## src/rtl/sobel_pkg.sv

```systemverilog
// rtl/sobel_pkg.sv - shared state encoding and frame geometry helpers for the Sobel scan controller
package sobel_pkg;

  typedef enum logic [1:0] {IDLE, SCAN, DRAIN, DONE} state_t;

  localparam int DEF_WIDTH  = 240;
  localparam int DEF_HEIGHT = 240;

  // The 3x3 window loses one pixel on each border, so each output dimension is two smaller.
  function automatic int out_w(input int w);
    return w - 2;
  endfunction

  function automatic int out_h(input int h);
    return h - 2;
  endfunction

  function automatic int out_tot(input int w, input int h);
    return out_w(w) * out_h(h);
  endfunction

endpackage

```

## src/rtl/sobel_valid_pipe.sv

```systemverilog
// rtl/sobel_valid_pipe.sv - fixed-depth token delay line; bit 0 of each token is its valid flag
module sobel_valid_pipe #(
  parameter int DEPTH = 1,
  parameter int W     = 1
) (
  input  logic         clk_i,
  input  logic         clr_n_i,
  input  logic [W-1:0] in_i,
  output logic [W-1:0] out_o,
  output logic         pend_o
);

  logic [W-1:0] stage_q [DEPTH];

  always_ff @(posedge clk_i) begin
    if (!clr_n_i) begin
      for (int i = 0; i < DEPTH; i++) stage_q[i] <= '0;
    end else begin
      stage_q[0] <= in_i;
      for (int i = 1; i < DEPTH; i++) stage_q[i] <= stage_q[i-1];
    end
  end

  assign out_o = stage_q[DEPTH-1];

  // Valid tokens that will still be inside the line after this cycle's shift.
  always_comb begin
    pend_o = 1'b0;
    for (int i = 0; i < DEPTH - 1; i++) pend_o = pend_o | stage_q[i][0];
  end

endmodule

```

## src/rtl/sobel_scan_ctrl.sv

```systemverilog
// rtl/sobel_scan_ctrl.sv - raster read sequencer, window strobes, output write addressing and frame timing
module sobel_scan_ctrl
  import sobel_pkg::*;
#(
  parameter int WIDTH     = DEF_WIDTH,
  parameter int HEIGHT    = DEF_HEIGHT,
  parameter int RD_LAT    = 1,
  parameter int SOBEL_LAT = 2,
  parameter int ADDR_W    = $clog2(WIDTH * HEIGHT)
) (
  input  logic              clk,
  input  logic              rst_n,
  input  logic              start,
  input  logic              hold,
  output logic              in_rd_en,
  output logic [ADDR_W-1:0] in_rd_addr,
  output logic              win_shift,
  output logic              win_valid,
  output logic              out_wr_en,
  output logic [ADDR_W-1:0] out_wr_addr,
  output logic              busy,
  output logic              done,
  output logic [31:0]       total_cycles_out
);

  localparam int TOTAL  = WIDTH * HEIGHT;
  localparam int OUTTOT = out_tot(WIDTH, HEIGHT);
  localparam int CW     = $clog2(WIDTH);
  localparam int RW     = $clog2(HEIGHT);

  localparam logic [ADDR_W-1:0] LAST_N  = ADDR_W'(TOTAL - 1);
  localparam logic [ADDR_W-1:0] LAST_WA = ADDR_W'(OUTTOT - 1);
  localparam logic [CW-1:0]     LAST_C  = CW'(WIDTH - 1);

  state_t            state_q, state_d;
  logic [ADDR_W-1:0] n_q, n_d;
  logic [RW-1:0]     r_q, r_d;
  logic [CW-1:0]     c_q, c_d;
  logic [ADDR_W-1:0] wa_q, wa_d;
  logic [31:0]       cyc_q, cyc_d;

  logic issue, interior, tok_v, tok_int, rd_pend, sob_pend, drain_empty;

  assign issue    = (state_q == SCAN) && !hold;
  assign interior = (r_q >= RW'(2)) && (c_q >= CW'(2));

  sobel_valid_pipe #(.DEPTH(RD_LAT), .W(2)) u_rd_pipe (
    .clk_i   (clk),
    .clr_n_i (rst_n),
    .in_i    ({issue & interior, issue}),
    .out_o   ({tok_int, tok_v}),
    .pend_o  (rd_pend)
  );

  assign win_shift = tok_v;
  assign win_valid = tok_v & tok_int;

  sobel_valid_pipe #(.DEPTH(SOBEL_LAT), .W(1)) u_sobel_pipe (
    .clk_i   (clk),
    .clr_n_i (rst_n),
    .in_i    (win_valid),
    .out_o   (out_wr_en),
    .pend_o  (sob_pend)
  );

  // The token on out_wr_en this cycle is the last one if nothing sits behind it.
  assign drain_empty = !rd_pend && !tok_v && !sob_pend;

  always_comb begin
    state_d = state_q;
    n_d     = n_q;
    r_d     = r_q;
    c_d     = c_q;
    wa_d    = wa_q;
    cyc_d   = cyc_q;

    if (state_q == SCAN || state_q == DRAIN) cyc_d = cyc_q + 32'd1;
    if (out_wr_en && wa_q != LAST_WA) wa_d = wa_q + 1'b1;

    case (state_q)
      IDLE, DONE: begin
        if (start) begin
          state_d = SCAN;
          n_d     = '0;
          r_d     = '0;
          c_d     = '0;
          wa_d    = '0;
          cyc_d   = '0;
        end
      end
      SCAN: begin
        if (issue) begin
          n_d = n_q + 1'b1;
          if (c_q == LAST_C) begin
            c_d = '0;
            r_d = r_q + 1'b1;
          end else begin
            c_d = c_q + 1'b1;
          end
          if (n_q == LAST_N) state_d = DRAIN;
        end
      end
      DRAIN: begin
        if (drain_empty) state_d = DONE;
      end
      default: state_d = IDLE;
    endcase
  end

  always_ff @(posedge clk) begin
    if (!rst_n) begin
      state_q <= IDLE;
      n_q     <= '0;
      r_q     <= '0;
      c_q     <= '0;
      wa_q    <= '0;
      cyc_q   <= '0;
    end else begin
      state_q <= state_d;
      n_q     <= n_d;
      r_q     <= r_d;
      c_q     <= c_d;
      wa_q    <= wa_d;
      cyc_q   <= cyc_d;
    end
  end

  assign in_rd_en         = issue;
  assign in_rd_addr       = (state_q == SCAN) ? n_q : '0;
  assign out_wr_addr      = wa_q;
  assign busy             = (state_q == SCAN) || (state_q == DRAIN);
  assign done             = (state_q == DONE);
  assign total_cycles_out = cyc_q;

endmodule

```

## config.mk

```make
export PLATFORM = sky130hd
export DESIGN_NAME = sobel_scan_ctrl
export DESIGN_NICKNAME = d
export VERILOG_FILES = /design/src/rtl/sobel_pkg.sv /design/src/rtl/sobel_valid_pipe.sv /design/src/rtl/sobel_scan_ctrl.sv
export SDC_FILE = /design/constraint.sdc
export NUM_CORES = 1
export LEC_CHECK = 0
export CORE_MARGIN = 1
export CORE_UTILIZATION = 45
export DETAILED_ROUTE_END_ITERATION = 6
export GPL_TIMING_DRIVEN = 0
export MAX_ROUTING_LAYER = met4
export PLACE_DENSITY = 0.69
export REMOVE_ABC_BUFFERS = 1
export SLEW_MARGIN = 30
export SYNTH_ARGS = -nofsm -noshare
export SYNTH_HDL_FRONTEND = slang
export SYNTH_SLANG_ARGS = --single-unit
```

## constraint.sdc

```tcl
create_clock -name clk -period 2.8 [get_ports clk]
set_input_delay 0.56 -clock clk [delete_from_list [all_inputs] [get_ports clk]]
set_output_delay 0.56 -clock clk [all_outputs]
set_load 0.01 [all_outputs]
```

# After elaboration in Yosys (flattened, before gate mapping)
# Memories as Yosys holds them, arrays and structs flattened.
# Cells that the tools add are included.
[word_totals]
regBits = 82
ramBits = 4
n_memories = 2
[op_classes]
add_sub_neg = 5
n_lt_le_gt_ge = 2
eq_ne = 11
n_mux = 28
bitwise = 4
n_reduce_logical = 15
[memory_table]
columns = ["memory", "words", "width", "read_ports", "rd_ports_with_merged_regs", "wr", "line_no", "source"]
rows = [
  ["u_rd_pipe.stage_q", 1, 2, 1, 0, 1, "sobel_valid_pipe.sv:13", "logic [W-1:0] stage_q [DEPTH];"],
  ["u_sobel_pipe.stage_q", 2, 1, 2, 0, 2, "sobel_valid_pipe.sv:13", ""],
]
[ops]
columns = ["cell", "n"]
rows = [
  ["16-bit 2-to-1 mux", 6],
  ["32-bit 2-to-1 mux", 3],
  ["8-bit 2-to-1 mux", 5],
  ["16-bit by 1-bit adder with 16-bit output (second input constant)", 2],
  ["32-bit by 1-bit adder with 32-bit output (second input constant)", 1],
  ["16-bit case mux with 2 select lines", 1],
  ["8-bit case mux with 2 select lines", 2],
  ["8-bit by 1-bit adder with 8-bit output (second input constant)", 2],
  ["16-bit equality test (second input constant)", 1],
  ["8-bit by 2-bit >= comparator with 1-bit output (second input constant)", 2],
  ["16-bit inequality test (second input constant)", 1],
  ["2-bit 2-to-1 mux", 5],
  ["8-bit equality test (second input constant)", 1],
  ["4-bit AND reduction", 2],
  ["2-bit inequality test (second input constant)", 3],
  ["2-bit case mux with 3 select lines", 1],
  ["1-bit 2-to-1 mux", 5],
  ["2-bit equality test (second input constant)", 2],
  ["1-bit logical AND", 4],
  ["2-bit by 1-bit inequality test with 1-bit output (second input constant)", 2],
  ["2-bit OR reduction", 2],
  ["1-bit zero test", 3],
  ["3-bit AND reduction", 1],
  ["1-bit bitwise AND", 2],
  ["5 further kinds", 6],
]

# Depth between registers and ports, before layout
# Gate-level depths: netlist of run 1.
[depth]
ltp_word = 5
ltp_mapped = 8

# Modules after synthesis
# From an unflattened synthesis of run 1, not the netlist that was laid out.
[unflattened]
hier_cells = 503
hier_area_um2 = 4204.0
[by_module_without_submodules]
columns = ["module", "n_inst", "cells_per_inst", "area_per_inst_um2", "seq_area_each_um2"]
rows = [
  ["sobel_scan_ctrl", 1, 493, 4087.7, 1641.6],
  ["sobel_valid_pipe (u_rd_pipe)", 1, 6, 63.8, 40.0],
  ["sobel_valid_pipe (u_sobel_pipe)", 1, 4, 52.6, 40.0],
]

# Worst setup path before layout of run 1
# Ideal clock, no wire load.
[synth_timing]
path_kind = "reg2reg"
startpoint = "register state_q[0]"
endpoint = "register n_q[9]"
arrival_time_ns = 2.065
slack_ns = 0.664
path_stages_with_launch = 9
path_buffers = 2
synth_period_minus_slack_ns = 2.136
cell_sequence = "dfxtp_1 inv_1 ha_1 nor2b_1 buf_6 or4_1 buf_2 or3_1 a21oi_1"
[synth_via]
elab_chain_cells = 4
[synth_rtl]
columns = ["element", "line_no", "source"]
rows = [
  ["start: declaration", "sobel_scan_ctrl.sv:35", "state_t state_q, state_d;"],
  ["start signal: assignment", "sobel_scan_ctrl.sv:119", "state_q <= state_d;"],
  ["2-bit equality test, or another cell as far along", "sobel_scan_ctrl.sv:80", "case (state_q)"],
  ["2-bit OR reduction / 1-bit logical AND (equally long branches)", "sobel_scan_ctrl.sv:80, sobel_scan_ctrl.sv:44", ""],
  ["2-bit inequality test (no line) / 2-bit nonzero test (equally long branches)", "--", ""],
  ["3-bit AND reduction (no line)", "--", ""],
  ["end signal: assignment", "sobel_scan_ctrl.sv:120", "n_q <= n_d;"],
  ["end: declaration", "sobel_scan_ctrl.sv:36", "logic [ADDR_W-1:0] n_q, n_d;"],
]
# Several ways; a longest one is shown, not always the timed one.
# A chain may end at the register's enable or synchronous reset.

# Worst setup path in the final report of run 1
[layout_timing]
startpoint = "register state_q[0]"
endpoint = "output in_rd_en"
[layout_via]
elab_chain_cells = 2
[layout_rtl]
columns = ["element", "line_no", "source"]
rows = [
  ["2-bit by 1-bit equality test with 1-bit output", "sobel_scan_ctrl.sv:44", "assign issue = (state_q == SCAN) && !hold;"],
  ["1-bit logical AND", "sobel_scan_ctrl.sv:44", ""],
  ["end: declaration", "sobel_scan_ctrl.sv:15", "output logic in_rd_en,"],
]
# No other way between the ends.

==> metrics.md, run 1 <==
| Metric | Value |
|---|---|
| Total gr overflow | 0 |
| Fillers | 875 |
| Crit path DAT | 2080 ps |
| Clock Skew | 15.84 ps |
| CTS Sinks | 86 |
| Per-cell routed wire length | 14.75 um |
| Residual DRC | 0 |
| Clock transition at path regs | 90 ps |
| DR pass1 iterations | 4 |
| Minimum clock period | 2635 ps |
| Int Pwr | 1.803 mW |
| Top area cells in the synthesized netlist | dfxtp_1 (39%), a21oi_1 (4.7%), nand2_1 (4.4%) |
| Logic pwr share | 0.234 |
| Yosys top cell by area | dfxtp_1 |
| RSZ-0062 raised after global routing | true |
| I/O Pins | 74 |
| Ys flop type | dfxtp_1 |
| Crit-path max FO | 30 |
| Final hold violation count | 0 |
| Leak | 1.740 nW |
| Worst-path cell chain | ha_4 -> nand2b_1 -> inv_1 -> clkdlybuf4s50_1 |
| Synthesis-to-layout area growth | 22.78% |
| Switching fraction of total power | 0.3481 |
| Reg power frac | 0.467 |
| Yosys reg bits | 86 |
| Syn Inst Count | 541 |
| H-tree levels | 3 |
| Critical path's top delay family | buffers and inverters |
| Non-filler cells in the finished layout | 734 |
| Antenna Cells | 0 |
| Initial antenna violation count | 0 |
| Placed Cells | 718 |
| Final setup margin | 164.8 ps |
| Max_slew headroom | 0.4504 |
| Post-route ant nets | 0 |
| Rows | 35 |
| Cell area after synthesis | 4459 um^2 |
| Vias in the first global route | 3923 |
| Max-Cap Viols | 0 |
| FFs w/ async S/R, synth | 0 |
| Die Wd | 101.5 um |
| Core area | 9415 um^2 |
| Share of layout cells above drive strength 1 | 0.06446 |
| Setup violators final | 0 |
| Vias per cell | 5.865 |
| Root Buffer | clkbuf_8 |
| Syn_area_per_cell | 8.243 um^2 |
| Count of pins over their slew limit | 0 |
| CTS tree | done |
| HPWL Detailed | 7.566 mm |
| Fin crit share | 0.9412 |
| Clock power share | 0.299 |
| Layout net count | 615 |
| CTS Hold Bufs | 0 |
| Fmax | 0.3795 GHz |
| Total CTS buffers | 9 |
| Slew @ Worst Pin | 822.8 ps |
| GP Congestion | 0.7950 |
| Seq. cell area | 1722 um^2 |
| Die Area | 10310 um^2 |
| Port bufs | 73 |
| Largest net degree at the start of global routing | 31 |
| Synth top area share | 0.3861 |
| VDD IR max | 0.3291 mV |
| GRT Total Usage | 0.2237 |
| Routed WL | 10.82 mm |
| Yosys warns | 0 |
| Multi-input combinational cell area | 2621 um^2 |
| First-pass GRT wire length | 18.19 mm |
| Buf/Inv on CP | 2 |
| Sequential fraction of the synthesis area | 0.3861 |
| CP startpoint kind | register |
| Power Density | 505.1 nW/um^2 |
| Critical Path RT | 2240 ps |
| Post-synthesis cell type count | 49 |
| Switching power | 0.9628 mW |
| Crit end category | output port |
| Initial core utilization | 0.4736 |
| Clk_lat worst skew | 350 ps |
| CP max stage cell | clkdlybuf4s50_1 |
| Die Span Y | 101.5 um |
| Pre-CTS setup slack | -508.0 ps |
| Clk buf depth | 2 |
| Status | finished, final reports clean |
| Initial drt markers | 157 |
| Hold Crit Class | register to register |
| Via count | 4305 |
| Worst Path Class, Setup | register to output port |
| EDFF count, synth | 0 |
| Crit path largest cell delay | 540 ps |
-- cell usage after synthesis, types with 3 or more instances --
master and instances:
o211ai_1 4, nand4_1 23, or2_2 4, a21oi_1 42, inv_1 15, o41ai_1 4, ha_1 11, nand3_1 31
and3_1 12, o31ai_1 12, xor2_1 10, and2_1 21, dfxtp_1 86, nor3_1 10, nand2_1 52, nand2b_1 12
nor4_1 14, mux2i_1 12, or4_1 12, nor2_1 32, clkbuf_1 18, mux2_2 6, buf_2 6, a311oi_1 3
or3_1 23, or4b_2 3, and4_1 6, xnor2_1 6, o21ai_0 24
-- sequential cells by signal (all words and copies together) (netlist names) --
signal / flops
n_q: 16
r_q: 8
u_rd_pipe.stage_q: 2
c_q: 8
state_q: 2
u_sobel_pipe.stage_q: 2
total_cycles_out: 32
out_wr_addr: 16
-- stage by stage --
stage | hold slack (ps) | setup TNS, ps | cell area [um^2] | util | power (mW)
after floorplan | 424.1 | 0 | 4350 | - | 1.711
after global placement | 455.3 | -3461 | 5243 | 0.5568 | 1.913
after detailed placement | 458.4 | -4690 | 5246 | 0.5572 | 1.936
after CTS | 478.6 | 0 | 5446 | 0.5785 | 2.779
after global routing | 506.4 | -14.32 | 5475 | 0.5815 | 2.910
final | 472.8 | 0 | 5475 | 0.5815 | 2.766
-- power groups by stage --
stage | registers [mW] | clock network, mW | logic [mW]
after CTS | 1.29 | 0.851 | 0.636
final | 1.29 | 0.828 | 0.647
after global routing | 1.30 | 0.892 | 0.719
after global placement | 1.32 | 0 | 0.596
after floorplan | 1.31 | 0 | 0.399
after detailed placement | 1.32 | 0 | 0.618
-- path summary, 6_finish.rpt --
check | from | end | slack [ps] | depth (start not counted)
setup / recovery | state_q[0]$_SDFFE_PN0P_ | in_rd_en | 160 | 4
hold / removal | u_sobel_pipe.stage_q[0][0]$_SDFF_PN0_ | u_sobel_pipe.stage_q[0][1]$_SDFF_PN0_ | 470 | 1
setup reg to reg | state_q[0]$_SDFFE_PN0P_ | n_q[11]$_SDFFE_PN0P_ | 180 | 6
hold reg to reg | u_sobel_pipe.stage_q[0][0]$_SDFF_PN0_ | u_sobel_pipe.stage_q[0][1]$_SDFF_PN0_ | 470 | 1
-- cell families (layout without fill, tap and decap cells) --
group | count (synthesis) | in the layout | share of synthesized area
AND/OR/NAND/NOR | 266 | 266 | 0.3291
AO/OA/AOI/OAI | 104 | 104 | 0.1434
flip-flops | 86 | 86 | 0.3861
buffers and inverters | 40 | 104 | 0.03704
multiplexers | 18 | 18 | 0.04209
XOR/XNOR | 16 | 16 | 0.03142
adder cells (fa/ha/maj) | 11 | 11 | 0.03086
-- per-layer routing --
layer  wire [um]  vias up  share of wire  track usage
met3         468       13          0.043      0.02622
li1            -     2117              -            -
met2        5082      105           0.47       0.3675
met5           0        -              0            -
met1        5148     2070           0.48       0.2869
met4         124        0          0.011      0.06912
-- what timing repair did --
| action | in CTS | in global routing |
|---|---|---|
| gates resized for setup | 3 | 7 |
| setup buffers | 0 | 0 |
| setup endpoints to repair | 29 | 31 |
-- layout by cell type, fill, tap and decap left out, types with 21 or more instances in the layout --
master / netlist / routed
or3_1: 23 / 23
o21ai_0: 24 / 24
and2_1: 21 / 21
nor2_1: 32 / 32
clkdlybuf4s50_1: 0 / 73
dfxtp_1: 86 / 86
a21oi_1: 42 / 41
nand4_1: 23 / 23
nand2_1: 52 / 51
nand3_1: 31 / 30
-- area by class of cell --
class,count,area share
Inverter,15,0.01028
Clock inverter,6,0.008455
Tap cell,129,0.02948
Sequential cell,86,0.3144
Timing Repair Buffer,73,0.1335
Multi-Input combinational cell,415,0.4787
Clock buffer,10,0.02514
Note: power is estimated with default switching activity, not from simulation.
==> run 2: changes to the inputs <==
--- a/config.mk
+++ b/config.mk
@@ -5,7 +5,7 @@
 export SDC_FILE = /design/constraint.sdc
 export NUM_CORES = 1
 export LEC_CHECK = 0
-export CORE_MARGIN = 1
+export CORE_MARGIN = 3
 export CORE_UTILIZATION = 45
 export DETAILED_ROUTE_END_ITERATION = 6
 export GPL_TIMING_DRIVEN = 0
==> metrics.md, run 2 (synthesis gave the netlist of run 1 again) <==
| Metric | Value |
|---|---|
| Status | finished, final reports clean (unchanged) |
| Rows | 35 (unchanged) |
| CTS Hold Bufs | 0 (unchanged) |
| CTS tree | done (unchanged) |
| Post-route ant nets | 0 (unchanged) |
| Total Power | 3.056 mW (was 2.766 mW) |
| Crit-path max FO | 30 (unchanged) |
| Residual DRC | 0 (unchanged) |
| Clk buf depth | 2 (unchanged) |
| Core area | 9415 um^2 (unchanged) |
| Hold Slack | 468.2 ps (was 472.8 ps) |
| Vias per cell | 5.801 (was 5.865) |
| Worst Path Class, Setup | register to output port (unchanged) |
| Setup TNS | 0 ps (unchanged) |
| Initial core utilization | 0.4736 (unchanged) |
| Count of pins over their slew limit | 0 (unchanged) |
| CP startpoint kind | register (unchanged) |
| R2R Path End | n_q[14]$_SDFFE_PN0P_ (was n_q[11]$_SDFFE_PN0P_) |
| Leak | 1.780 nW (was 1.740 nW) |
| Initial antenna violation count | 0 (unchanged) |
| Finished Cell Area | 5560 um^2 (was 5475 um^2) |
| First-pass GRT wire length | 18.00 mm (was 18.19 mm) |
| Final hold violation count | 0 (unchanged) |
| Die Area | 11140 um^2 (was 10310 um^2) |
| Total gr overflow | 0 (unchanged) |
| Max-Cap Viols | 0 (unchanged) |
| Die Span Y | 105.5 um (was 101.5 um) |
| Antenna Cells | 0 (unchanged) |
| Via count | 4258 (was 4305) |
| R2r startpoint | state_q[0]$_SDFFE_PN0P_ (unchanged) |
| Max_slew headroom | 0.3869 (was 0.4504) |
| Initial drt markers | 171 (was 157) |
| Hold Path Stages | 1 (unchanged) |
| Fmax | 0.3791 GHz (was 0.3795 GHz) |
| Minimum clock period | 2638 ps (was 2635 ps) |
| Total CTS buffers | 9 (unchanged) |
| Depth of the worst register-to-register path | 6 (unchanged) |
| RSZ-0062 raised after global routing | false (was true) |
| Largest net degree at the start of global routing | 31 (unchanged) |
| I/O Pins | 74 (unchanged) |
| Clk_lat worst skew | 350 ps (about the same) |
| Power Density | 549.5 nW/um^2 (was 505.1 nW/um^2) |
| Crit end category | output port (unchanged) |
| Critical Path RT | 2240 ps (about the same) |
| R2r setup slk | 240 ps (was 180 ps) |
| CTS Sinks | 86 (unchanged) |
| Die Wd | 105.5 um (was 101.5 um) |
| Vias in the first global route | 3859 (was 3923) |
| Max reg flops | 32 (unchanged) |
| Per-cell routed wire length | 14.90 um (was 14.75 um) |
| Routed WL | 10.94 mm (was 10.82 mm) |
| Non-filler cells in the finished layout | 734 (unchanged) |
| VDD IR max | 0.2758 mV (was 0.3291 mV) |
| HPWL Detailed | 7.633 mm (was 7.566 mm) |
| Most common cell after layout, fill and taps aside | dfxtp_1 (unchanged) |
| Crit path DAT | 2080 ps (about the same) |
| Placed Instance Area | 5246 um^2 (unchanged) |
| Share of layout cells above drive strength 1 | 0.06281 (was 0.06446) |
| Setup violators final | 0 (unchanged) |
| Synthesis-to-layout area growth | 24.69% (was 22.78%) |
| Port bufs | 73 (unchanged) |
| Placed Cells | 718 (unchanged) |
| GRT Total Usage | 0.1966 (was 0.2237) |
| Root Buffer | clkbuf_8 (unchanged) |
| Hold Startpoint | u_sobel_pipe.stage_q[0][0]$_SDFF_PN0_ (unchanged) |
| GP Congestion | 0.8802 (was 0.7950) |
| Clock transition at path regs | 80 ps (was 90 ps) |
| Hold Crit Class | register to register (unchanged) |
| DR pass1 iterations | 4 (unchanged) |
| Commonest cells after routing, fill and taps aside | dfxtp_1 (86), clkdlybuf4s50_1 (72), nand2_1 (51) (was dfxtp_1 (86), clkdlybuf4s50_1 (73), nand2_1 (51)) |
| Fillers | 888 (was 875) |
| Layout net count | 616 (was 615) |
| Hold EP | u_sobel_pipe.stage_q[0][1]$_SDFF_PN0_ (unchanged) |
| Slew @ Worst Pin | 918.1 ps (was 822.8 ps) |
| Fin crit share | 0.9420 (was 0.9412) |
| H-tree levels | 3 (unchanged) |
| Clock Skew | 11.39 ps (was 15.84 ps) |
run 2: metrics by stage:
stage               setup WS (ps)    util
detailed placement         -564.0  0.5572
CTS                         66.10  0.5856
floorplan                   491.6       -
global placement           -442.2  0.5568
global route                21.52  0.5906
finish                      162.4  0.5906
run 2: worst max path at each step:
| stage | startpoint | endpoint | slack, ps |
|---|---|---|---|
| finish | state_q[1]$_SDFFE_PN0P_ | in_rd_en | 160 |
| global route | state_q[0]$_SDFFE_PN0P_ | r_q[2]$_SDFFE_PN0P_ | 20 |
| CTS | rst_n | total_cycles_out[19]$_SDFF_PN0_ | 70 |
| detailed placement | rst_n | total_cycles_out[19]$_SDFF_PN0_ | -560 |
| global placement | rst_n | total_cycles_out[31]$_SDFF_PN0_ | -440 |
| floorplan | state_q[0]$_SDFFE_PN0P_ | n_q[14]$_SDFFE_PN0P_ | 490 |
run 2: area by class of cell:
| type | instances | area, um^2 | share of cell area |
|---|---|---|---|
| inverter | 15 | 60.06 | 0.01080 |
| sequential | 86 | 1722 | 0.3096 |
| tap | 129 | 161.4 | 0.02903 |
| timing repair buffer | 73 | 733.2 | 0.1319 |
| timing repair inverter | 1 | 5.005 | 0.0009001 |
| clock buffer | 11 | 131.4 | 0.02363 |
| clock inverter | 4 | 120.1 | 0.02160 |
| multi-input combinational | 415 | 2628 | 0.4725 |
run 2: layer usage:
metal	global-route usage	vias up	wire length [um]
met2	0.3192	88	5090
met5	-	-	0
met3	0.02694	11	481
met1	0.2552	2031	5246
met4	0.06105	0	121
li1	-	2128	-
run 2: what timing repair did:
| action | in CTS | in global routing |
|---|---|---|
| setup buffers | 0 | 0 |
| gates resized for setup | 3 | 8 |
| setup endpoints to repair | 29 | 23 |
| gates cloned | 0 | 1 |
run 2: power breakdown:
part / switching [mW] / internal (mW)
registers: 0.0381 / 1.25
logic: 0.451 / 0.199
clock network: 0.436 / 0.680
total: 0.925 / 2.13
run 2: worst max-delay path, cell delays in order, from the launching register on:
cell and delay [ps]:
dfxtp_1 330, inv_1 120, ha_4 340, nand2b_1 250, inv_1 140, clkdlybuf4s50_1 540
